==> src/rtl/adc_sample_pwm_out.sv <==
// Sample player: buffers ADC samples in a small FIFO and plays one per PWM period on amp_pwm.
// Define PWM_MUTE_TIMEOUT_EN to build the starvation mute state and its period counter.
module adc_sample_pwm_out #(
   parameter int DATA_W       = 12,
   parameter int CNT_W        = 8,
   parameter int FIFO_DEPTH   = 4,
   parameter int MUTE_PERIODS = 16
) (
   input  logic                        clk,
   input  logic                        rst,
   input  logic                        enable,
   input  logic [DATA_W-1:0]           s_data,
   input  logic                        s_valid,
   output logic                        amp_pwm,
   output logic                        amp_sd,
   output logic                        overflow,
   output logic                        underflow,
   output logic [$clog2(FIFO_DEPTH):0] level
);
   localparam int PTR_W = $clog2(FIFO_DEPTH);
   localparam int LVL_W = PTR_W + 1;
   localparam logic [CNT_W-1:0] CNT_MAX  = '1;
   localparam logic [CNT_W-1:0] CNT_ONE  = CNT_W'(1);
   localparam logic [PTR_W-1:0] PTR_ONE  = PTR_W'(1);
   localparam logic [LVL_W-1:0] LVL_FULL = LVL_W'(FIFO_DEPTH);

   typedef enum logic [1:0] {
`ifdef PWM_MUTE_TIMEOUT_EN
      S_MUTE = 2'd2,
`endif
      S_OFF  = 2'd0,
      S_RUN  = 2'd1
   } state_t;

   state_t            state_q, state_d;
   logic [CNT_W-1:0]  cnt_q, cnt_d;
   logic [CNT_W-1:0]  duty_q, duty_d;
   logic [PTR_W-1:0]  wr_ptr_q, wr_ptr_d;
   logic [PTR_W-1:0]  rd_ptr_q, rd_ptr_d;
   logic [LVL_W-1:0]  level_q, level_d;
   logic              pwm_q, pwm_d;
   logic              overflow_q, overflow_d;
   logic              underflow_q, underflow_d;
   logic [CNT_W-1:0]  mem_q [FIFO_DEPTH];
   logic              push, pop, boundary, empty, full, active;

`ifdef PWM_MUTE_TIMEOUT_EN
   localparam int MUTE_W = $clog2(MUTE_PERIODS + 1);
   localparam logic [MUTE_W-1:0] MUTE_LIM = MUTE_W'(MUTE_PERIODS);
   localparam logic [MUTE_W-1:0] MUTE_ONE = MUTE_W'(1);
   logic [MUTE_W-1:0] mute_cnt_q, mute_cnt_d;
`else
   logic unused_mute_periods;
   assign unused_mute_periods = ^MUTE_PERIODS;
`endif

   // Only the duty-bearing MSBs are stored; the ADC LSBs are dropped at the input.
   if (DATA_W > CNT_W) begin : g_lsb
      logic unused_lsbs;
      assign unused_lsbs = ^s_data[DATA_W-CNT_W-1:0];
   end

   always_comb begin
      state_d     = state_q;
      cnt_d       = cnt_q;
      duty_d      = duty_q;
      wr_ptr_d    = wr_ptr_q;
      rd_ptr_d    = rd_ptr_q;
      level_d     = level_q;
      overflow_d  = overflow_q;
      underflow_d = 1'b0;
      pwm_d       = 1'b0;
      push        = 1'b0;
      pop         = 1'b0;
      active      = (state_q != S_OFF);
      boundary    = active && (cnt_q == CNT_MAX);
      empty       = (level_q == '0);
      full        = (level_q == LVL_FULL);
`ifdef PWM_MUTE_TIMEOUT_EN
      mute_cnt_d  = mute_cnt_q;
`endif
      if (!enable) begin
         state_d  = S_OFF;
         cnt_d    = '0;
         duty_d   = '0;
         wr_ptr_d = '0;
         rd_ptr_d = '0;
         level_d  = '0;
`ifdef PWM_MUTE_TIMEOUT_EN
         mute_cnt_d = '0;
`endif
      end else if (!active) begin
         state_d = S_RUN;
      end else begin
         cnt_d = cnt_q + CNT_ONE;
         // A boundary pop frees a slot, so a simultaneous push into a full FIFO is kept.
         pop   = boundary && !empty;
         push  = s_valid && (!full || pop);
         if (s_valid && !push) overflow_d = 1'b1;
         if (pop) begin
            duty_d   = mem_q[rd_ptr_q];
            rd_ptr_d = rd_ptr_q + PTR_ONE;
         end
         if (push) wr_ptr_d = wr_ptr_q + PTR_ONE;
         level_d     = level_q + LVL_W'(push) - LVL_W'(pop);
         underflow_d = boundary && empty && (state_q == S_RUN);
         pwm_d       = (state_q == S_RUN) && (cnt_q < duty_q);
`ifdef PWM_MUTE_TIMEOUT_EN
         if (pop) begin
            mute_cnt_d = '0;
            state_d    = S_RUN;
         end else if (underflow_d) begin
            mute_cnt_d = mute_cnt_q + MUTE_ONE;
            if (mute_cnt_d == MUTE_LIM) state_d = S_MUTE;
         end
`endif
      end
   end

   always_ff @(posedge clk) begin
      if (rst) begin
         state_q     <= S_OFF;
         cnt_q       <= '0;
         duty_q      <= '0;
         wr_ptr_q    <= '0;
         rd_ptr_q    <= '0;
         level_q     <= '0;
         pwm_q       <= 1'b0;
         overflow_q  <= 1'b0;
         underflow_q <= 1'b0;
      end else begin
         state_q     <= state_d;
         cnt_q       <= cnt_d;
         duty_q      <= duty_d;
         wr_ptr_q    <= wr_ptr_d;
         rd_ptr_q    <= rd_ptr_d;
         level_q     <= level_d;
         pwm_q       <= pwm_d;
         overflow_q  <= overflow_d;
         underflow_q <= underflow_d;
      end
   end

`ifdef PWM_MUTE_TIMEOUT_EN
   always_ff @(posedge clk) begin
      if (rst) mute_cnt_q <= '0;
      else     mute_cnt_q <= mute_cnt_d;
   end
`endif

   always_ff @(posedge clk) begin
      if (push) mem_q[wr_ptr_q] <= s_data[DATA_W-1 -: CNT_W];
   end

   assign amp_pwm   = pwm_q;
   assign amp_sd    = (state_q == S_RUN);
   assign overflow  = overflow_q;
   assign underflow = underflow_q;
   assign level     = level_q;

endmodule

==> config.mk <==
export PLATFORM = sky130hd
export DESIGN_NAME = adc_sample_pwm_out
export DESIGN_NICKNAME = d
export VERILOG_FILES = /design/src/rtl/adc_sample_pwm_out.sv
export SDC_FILE = /design/constraint.sdc
export NUM_CORES = 1
export LEC_CHECK = 0
export CAP_MARGIN = 25
export CORE_MARGIN = 4
export CORE_UTILIZATION = 40
export CTS_CLUSTER_SIZE = 12
export DETAILED_ROUTE_END_ITERATION = 10
export HOLD_SLACK_MARGIN = 0.03
export SETUP_SLACK_MARGIN = 0.2
export SLEW_MARGIN = 20
export SYNTH_ARGS = -nofsm -noshare
export SYNTH_HDL_FRONTEND = slang
export SYNTH_SLANG_ARGS = --single-unit
export TNS_END_PERCENT = 1
==> constraint.sdc <==
create_clock -name clk -period 6.2 [get_ports clk]
set_clock_uncertainty 0.2 [all_clocks]
set_input_delay 0.62 -clock clk [delete_from_list [all_inputs] [get_ports clk]]
set_output_delay 0.62 -clock clk [all_outputs]
set_load 0.05 [all_outputs]
==> metrics.txt, run 1 <==
crit path time final 3.079 ns; crit-path max cell delay 0.68 ns; async set-or-reset flop fraction in the synthesized netlist 0%; GR Util All Layers around 12%; Rel. slew slack around half; DRT Pass-1 Iters 4; DRT antenna net count 0; max-cap violations 0; commonest non-fill, non-tap cells in the layout edfxtp_1 (32), dfxtp_1 (27), clkdlybuf4s50_1 (18); compound-gate portion of the synthesized area 7.493%; drt total wl 4029 um; worst slew pin tran 0.7384 ns; Seq/Total Area, Yosys 59.94%; crit-path cells nand4_2 -> o211ai_1 -> nand2_1 -> ha_1 -> inv_1 -> ha_1 -> inv_1 -> fa_1 -> xor2_1 -> nand2_1 -> xor2_1 -> nor2_1; HP Start overflow; Top FF cell, synth edfxtp_1; Final TNS setup 0 ns; critical path arrival 3.08 ns; Chip Width 87.14 um; outcome finished, final reports clean; yosys warns 0; total core area ~6000 sq um; share of layout cells above drive strength 1 14.88%; initial antenna violation count 0; gp weighted congestion 0.7285; simple-gate share of the synthesized area 10.89%; via count 1487; Die Area about 7600 sq um; main combinational cell family by area after synthesis simple AND/OR/NAND/NOR gates; Congestion Overflow GR 0; Worst Hold Class register to register; maximum VDD drop 0.1547 mV; Syn Area/Cell 13.47 sq um; fill count 538; vias per inst roughly 5; multi-input logic area between 900 and 1000 sq um; Ports 23; setup repair after global routing missed its margin no; CTS resizes 0; critical path class register to register; Slew Limit Fails 0; CTS hold repair buffers 0; ant diodes 0; commonest non-fill, non-tap cell in the layout edfxtp_1; DR iter-0 viols 55; Synth Area in Adders 7.792%; crit path from state_q[0]; largest net degree at the start of global routing 20; crit share post-route between 40 and 50%; # port buffers 18; Clock Tree Buf Depth 2; Synth Register Bits 59; critical path startpoint category register; number of flops mapped to enable cells by yosys 32; worst r2r src state_q[0]; slowest stage cell, crit path dfxtp_1; required time of the worst setup path 6.20 ns; CTS tree yes; CTS buffer count 9; die height 87.14 um; H-tree depth 3; worst hold margin 0.2737 ns; # nets final between 200 and 250; first-pass GRT wire length 7024 um; leak pwr 0.001055 uW; final hold violations 0; Netlist cell types 38; Starting Density 41.81%; Residual DRC 0; number of global-route vias before repair 1508; clk_lat worst skew 0.34 ns; PwrDens 266.1 nW/um^2; num rows 28; root buffer cell clkbuf_8; CTS Sinks 59; mux cell area share after synthesis ~8.0%; highest clock rate ~320 MHz; Post-Syn Area 2505 sq um; crit end category register; Clock transition at path regs 0.07 ns; crit path max fanout 15; cells after synthesis 186; WL/cell 13.89 um; Layout area overhead 18.13%; Post-DP HPWL between 2000 and 3000 um; CP top delay family adder cells; FF/Latch Area 1501 sq um; Syn Nets between 200 and 250; Post-Synth XOR/XNOR Area 2.797%; final setup fails 0; Setup Buffers After CTS 0; Buf+Inv Stages, Crit Path 2
[cells in the mapped netlist, types with 2 or more instances]
master	count	share of area, %
a21oi_1	7	1.4
inv_1	14	2.1
mux2i_1	2	0.80
xor2_1	6	2.1
a22o_1	8	2.8
clkbuf_1	2	0.30
xnor2_1	2	0.70
nor3_1	5	1.0
or3_1	2	0.50
nand3_1	2	0.40
edfxtp_1	32	38
dfxtp_1	27	22
o211ai_1	2	0.60
nand2_1	8	1.2
and2_1	4	1.0
mux4_2	8	7.2
nand4_1	3	0.75
o21ai_0	5	1.0
buf_1	2	0.30
nor2_1	14	2.1
ha_1	14	7.0
[kinds of logic (layout without fill, tap and decap cells)]
family / Yosys count / in the layout
flops: 59 / 59
buf+inv: 20 / 49
simple gates: 47 / 47
mux: 10 / 10
compound gates: 27 / 27
fa+ha+maj: 15 / 15
xor+xnor: 8 / 8
[tightest hold or removal path, delay by kind of cell (launching register included)]
kind	cells	cell delay (ns)
flops	1	0.32
compound gates	1	0.06
buf+inv	1	0.05
[power breakdown]
part           leakage, uW  total, uW  switching, uW  internal (uW)
clock            0.0000962        346            158            188
sequential        0.000506        417           3.09            414
combinational     0.000452       24.9           13.3           11.6
[final timing paths]
kind / depth (start not counted) / end / slack [ns]
setup / recovery: 12 / level[2] / 3.12
hold / removal: 2 / overflow / 0.27
setup reg to reg: 12 / level[2] / 3.12
hold reg to reg: 2 / overflow / 0.27
[area by class of cell]
class	instances	share of cell area, %
well taps	75	3.171
clock inverters	7	2.579
repair buffers	18	6.089
inverters	15	1.945
clock buffers	9	4.186
multi-input cells	107	31.29
flip-flops and latches	59	50.74
[state kept, by name, indices dropped and copies added (netlist names)]
signal and count:
state_q 1, mem_q 32, overflow 1, duty_q 8, rd_ptr_q 2, amp_pwm 1
level 3, wr_ptr_q 2, cnt_q 8, underflow 1
[per-stage QoR]
step / power (uW) / cells / setup WS, ns / instance area (sq um) / util (%)
after floorplan: 437.3 / 186 / 3.270 / 2505 / -
after global placement: 450.3 / 274 / 3.139 / 2759 / 46.05
after detailed placement: 450.7 / 274 / 3.134 / 2759 / 46.05
after CTS: 797.9 / 290 / 3.105 / 2959 / 49.39
after global routing: 820.2 / 290 / 2.894 / 2959 / 49.39
final: 787.4 / 290 / 3.121 / 2959 / 49.39
[metal layers]
metal	track usage (%)	wire [um]	vias up
li1	-	-	735
met1	14.98	1805	717
met2	19.32	1937	25
met3	4.541	186	10
met4	7.113	100	0
met5	0	0	-
Note: power is estimated with default switching activity, not from simulation.
==> run 2, diff against run 1 <==
clock period = 2.7 ns   (was 6.2 ns; I/O delays follow)
==> run 2 against run 1 <==
Register-to-register slack worse by 2.9 ns. Combinational power rose to 2.6 times the previous value. Power up 130%. Utilization up 1.9 points. Wire length up 9.3%. Clock power up 120%. Sequential cell count unchanged. Critical path depth up 1. Fmax up 23%.
==> metrics.txt, run 2 (synthesized netlist as in run 1, its figures left out) <==
root buffer cell clkbuf_8; largest net degree at the start of global routing 15 (-25%); ant diodes 0 (unchanged); cell area after placement 2838 sq um (+2.9%); drt total wl 4403 um (+9.3%); commonest non-fill, non-tap cells in the layout edfxtp_1 (32), clkdlybuf4s50_1 (18), dfxtp_1 (17), inv_1 (14), nor2_1 (14); Congestion Overflow GR 0 (unchanged); CTS buffer count 9 (unchanged); flip-flop count of the largest register after layout 32 (unchanged); Chip Width 87.14 um (unchanged); DRT antenna net count 0 (unchanged); die height 87.14 um (unchanged); required time of the worst setup path 2.70 ns (-3.50 ns); Final TNS setup 0 ns (unchanged); Starting Density 41.81% (unchanged); via count 1542 (+3.7%); post-route cell area 3075 sq um (+3.9%); Layout area overhead 22.78%; reg2reg setup slack 0.19 ns (-2.93 ns); final hold violations 0 (unchanged); FF-to-FF End level[2]; critical path class register to register; Util after Layout 51.34% (+1.9 points); worst r2r src cnt_q[1]; P_sw 380.2 uW (+120%); crit path from cnt_q[1]; Clock transition at path regs 0.07 ns (about the same); outcome finished, final reports clean; CTS tree yes; DRT Pass-1 Iters 4 (unchanged); gp weighted congestion 0.7652 (+5.0%); H-tree depth 3 (unchanged); Clock Tree Buf Depth 2 (unchanged); share of layout cells above drive strength 1 23.56% (+8.7 points); HP Start overflow; worst slew pin tran 0.6630 ns (-0.07537 ns); WL/cell 14.68 um (+5.6%); Post-DP HPWL 3158 um (+10%); critical path startpoint category register; GR Util All Layers 13.41% (+0.93 points); part of the power in combinational logic 3.6% (+0.4 points); Largest regs mem_q (32), cnt_q (8), duty_q (8); # port buffers 18 (unchanged); first-pass GRT wire length 7617 um (+8.4%); # nets final 251 (+4.1%); crit path time final 2.510 ns (-0.5694 ns); Top reg by flops mem_q; hold depth 2 (unchanged); maximum VDD drop 0.5267 mV (+240%); Rel. slew slack 55.74% (+5.0 points); CTS Sinks 59 (unchanged); num rows 28 (unchanged); PwrDens 580.3 nW/um^2 (+120%); max-cap violations 0 (unchanged); number of cells on the worst reg-to-reg path 13 (+1); CTS hold repair buffers 0 (unchanged); setup repair after global routing missed its margin yes; crit end category register; Hold Crit Endpoint overflow; highest clock rate 398.4 MHz (+23%); sequential fraction of design power 53.3% (+0.4 points); Die Area 7593 sq um (unchanged); DR iter-0 viols 78 (+42%); P_int 1404 uW (+130%); Worst Hold Class register to register; leak pwr 0.001107 uW (+4.9%); switching share of power 21.30% (-0.84 points); final setup fails 0 (unchanged); Ports 23 (unchanged); Residual DRC 0 (unchanged); crit path max fanout 3 (-12); initial antenna violation count 0 (unchanged); vias per inst 5.140 (+0.24%); number of global-route vias before repair 1643 (+9.0%); Clock Power Share 43.0% (-0.9 points); Slew Limit Fails 0 (unchanged); crit share post-route 92.96% (+43 points); critical path arrival 2.51 ns (-0.57 ns); clk_lat worst skew 0.33 ns (about the same); commonest non-fill, non-tap cell in the layout edfxtp_1; total core area 5991 sq um (unchanged)
==> run 2: routing by layer <==
metal,vias to the layer above,global-route usage (%),share of wire (%)
li1,754,-,-
met1,750,15.57,42
met2,28,22.22,52
met3,10,5.014,4.4
met4,0,5.718,1.6
met5,-,0,0
==> run 2: worst max-delay path by stage <==
stage                     to  slack [ns]  depth (start not counted)
floorplan           level[2]        0.19                         13
CTS                 level[2]        0.19                         13
global route        level[2]        0.08                         13
global placement    level[2]        0.16                         13
finish              level[2]        0.19                         13
detailed placement  level[2]        0.04                         13
==> run 2: power by group through the flow <==
stage | registers, uW | clock network (uW) | logic (uW)
after floorplan | 981 | 0 | 24.3
after global placement | 974 | 0 | 60.6
after detailed placement | 974 | 0 | 63.7
after CTS | 952 | 793 | 65.4
after global routing | 952 | 837 | 71.2
final | 952 | 768 | 65.0
==> run 2: timing repair <==
item	4_1_cts	5_1_grt
pin swaps	2	1
setup buffers	4	0
setup endpoints to repair	2	1
gates resized for setup	6	1
==> run 2: cell type report <==
cell class,count,area (sq um)
clock buffer,10,127.6
multi-input combinational,107,949.7
timing repair buffer,28,255.2
fill,508,2915
tap,75,93.84
inverter,15,57.56
sequential,59,1524
clock inverter,6,67.56
==> run 2: stage by stage <==
| stage | worst slack [ns] | cells | hold slack (ns) | total power (uW) |
|---|---|---|---|---|
| 4_1_cts | 0.1862 | 300 | 0.2650 | 1811 |
| 2_1_floorplan | 0.1920 | 186 | 0.1689 | 1005 |
| 6_report | 0.1901 | 300 | 0.2614 | 1785 |
| 3_5_place_dp | 0.04465 | 280 | 0.2552 | 1038 |
| 3_3_place_gp | 0.1564 | 280 | 0.2430 | 1034 |
| 5_1_grt | 0.08163 | 300 | 0.2853 | 1860 |
==> run 2: worst max-delay path: stages, from the launching register on <==
cell and delay, ns:
dfxtp_4 0.36, ha_4 0.15, nand4_4 0.07, o211ai_1 0.24, nand2_1 0.08, ha_1 0.27
inv_1 0.06, ha_1 0.13, inv_1 0.05, fa_2 0.33, xor2_1 0.15, nand2_1 0.08
xor2_1 0.14, nor2_1 0.05
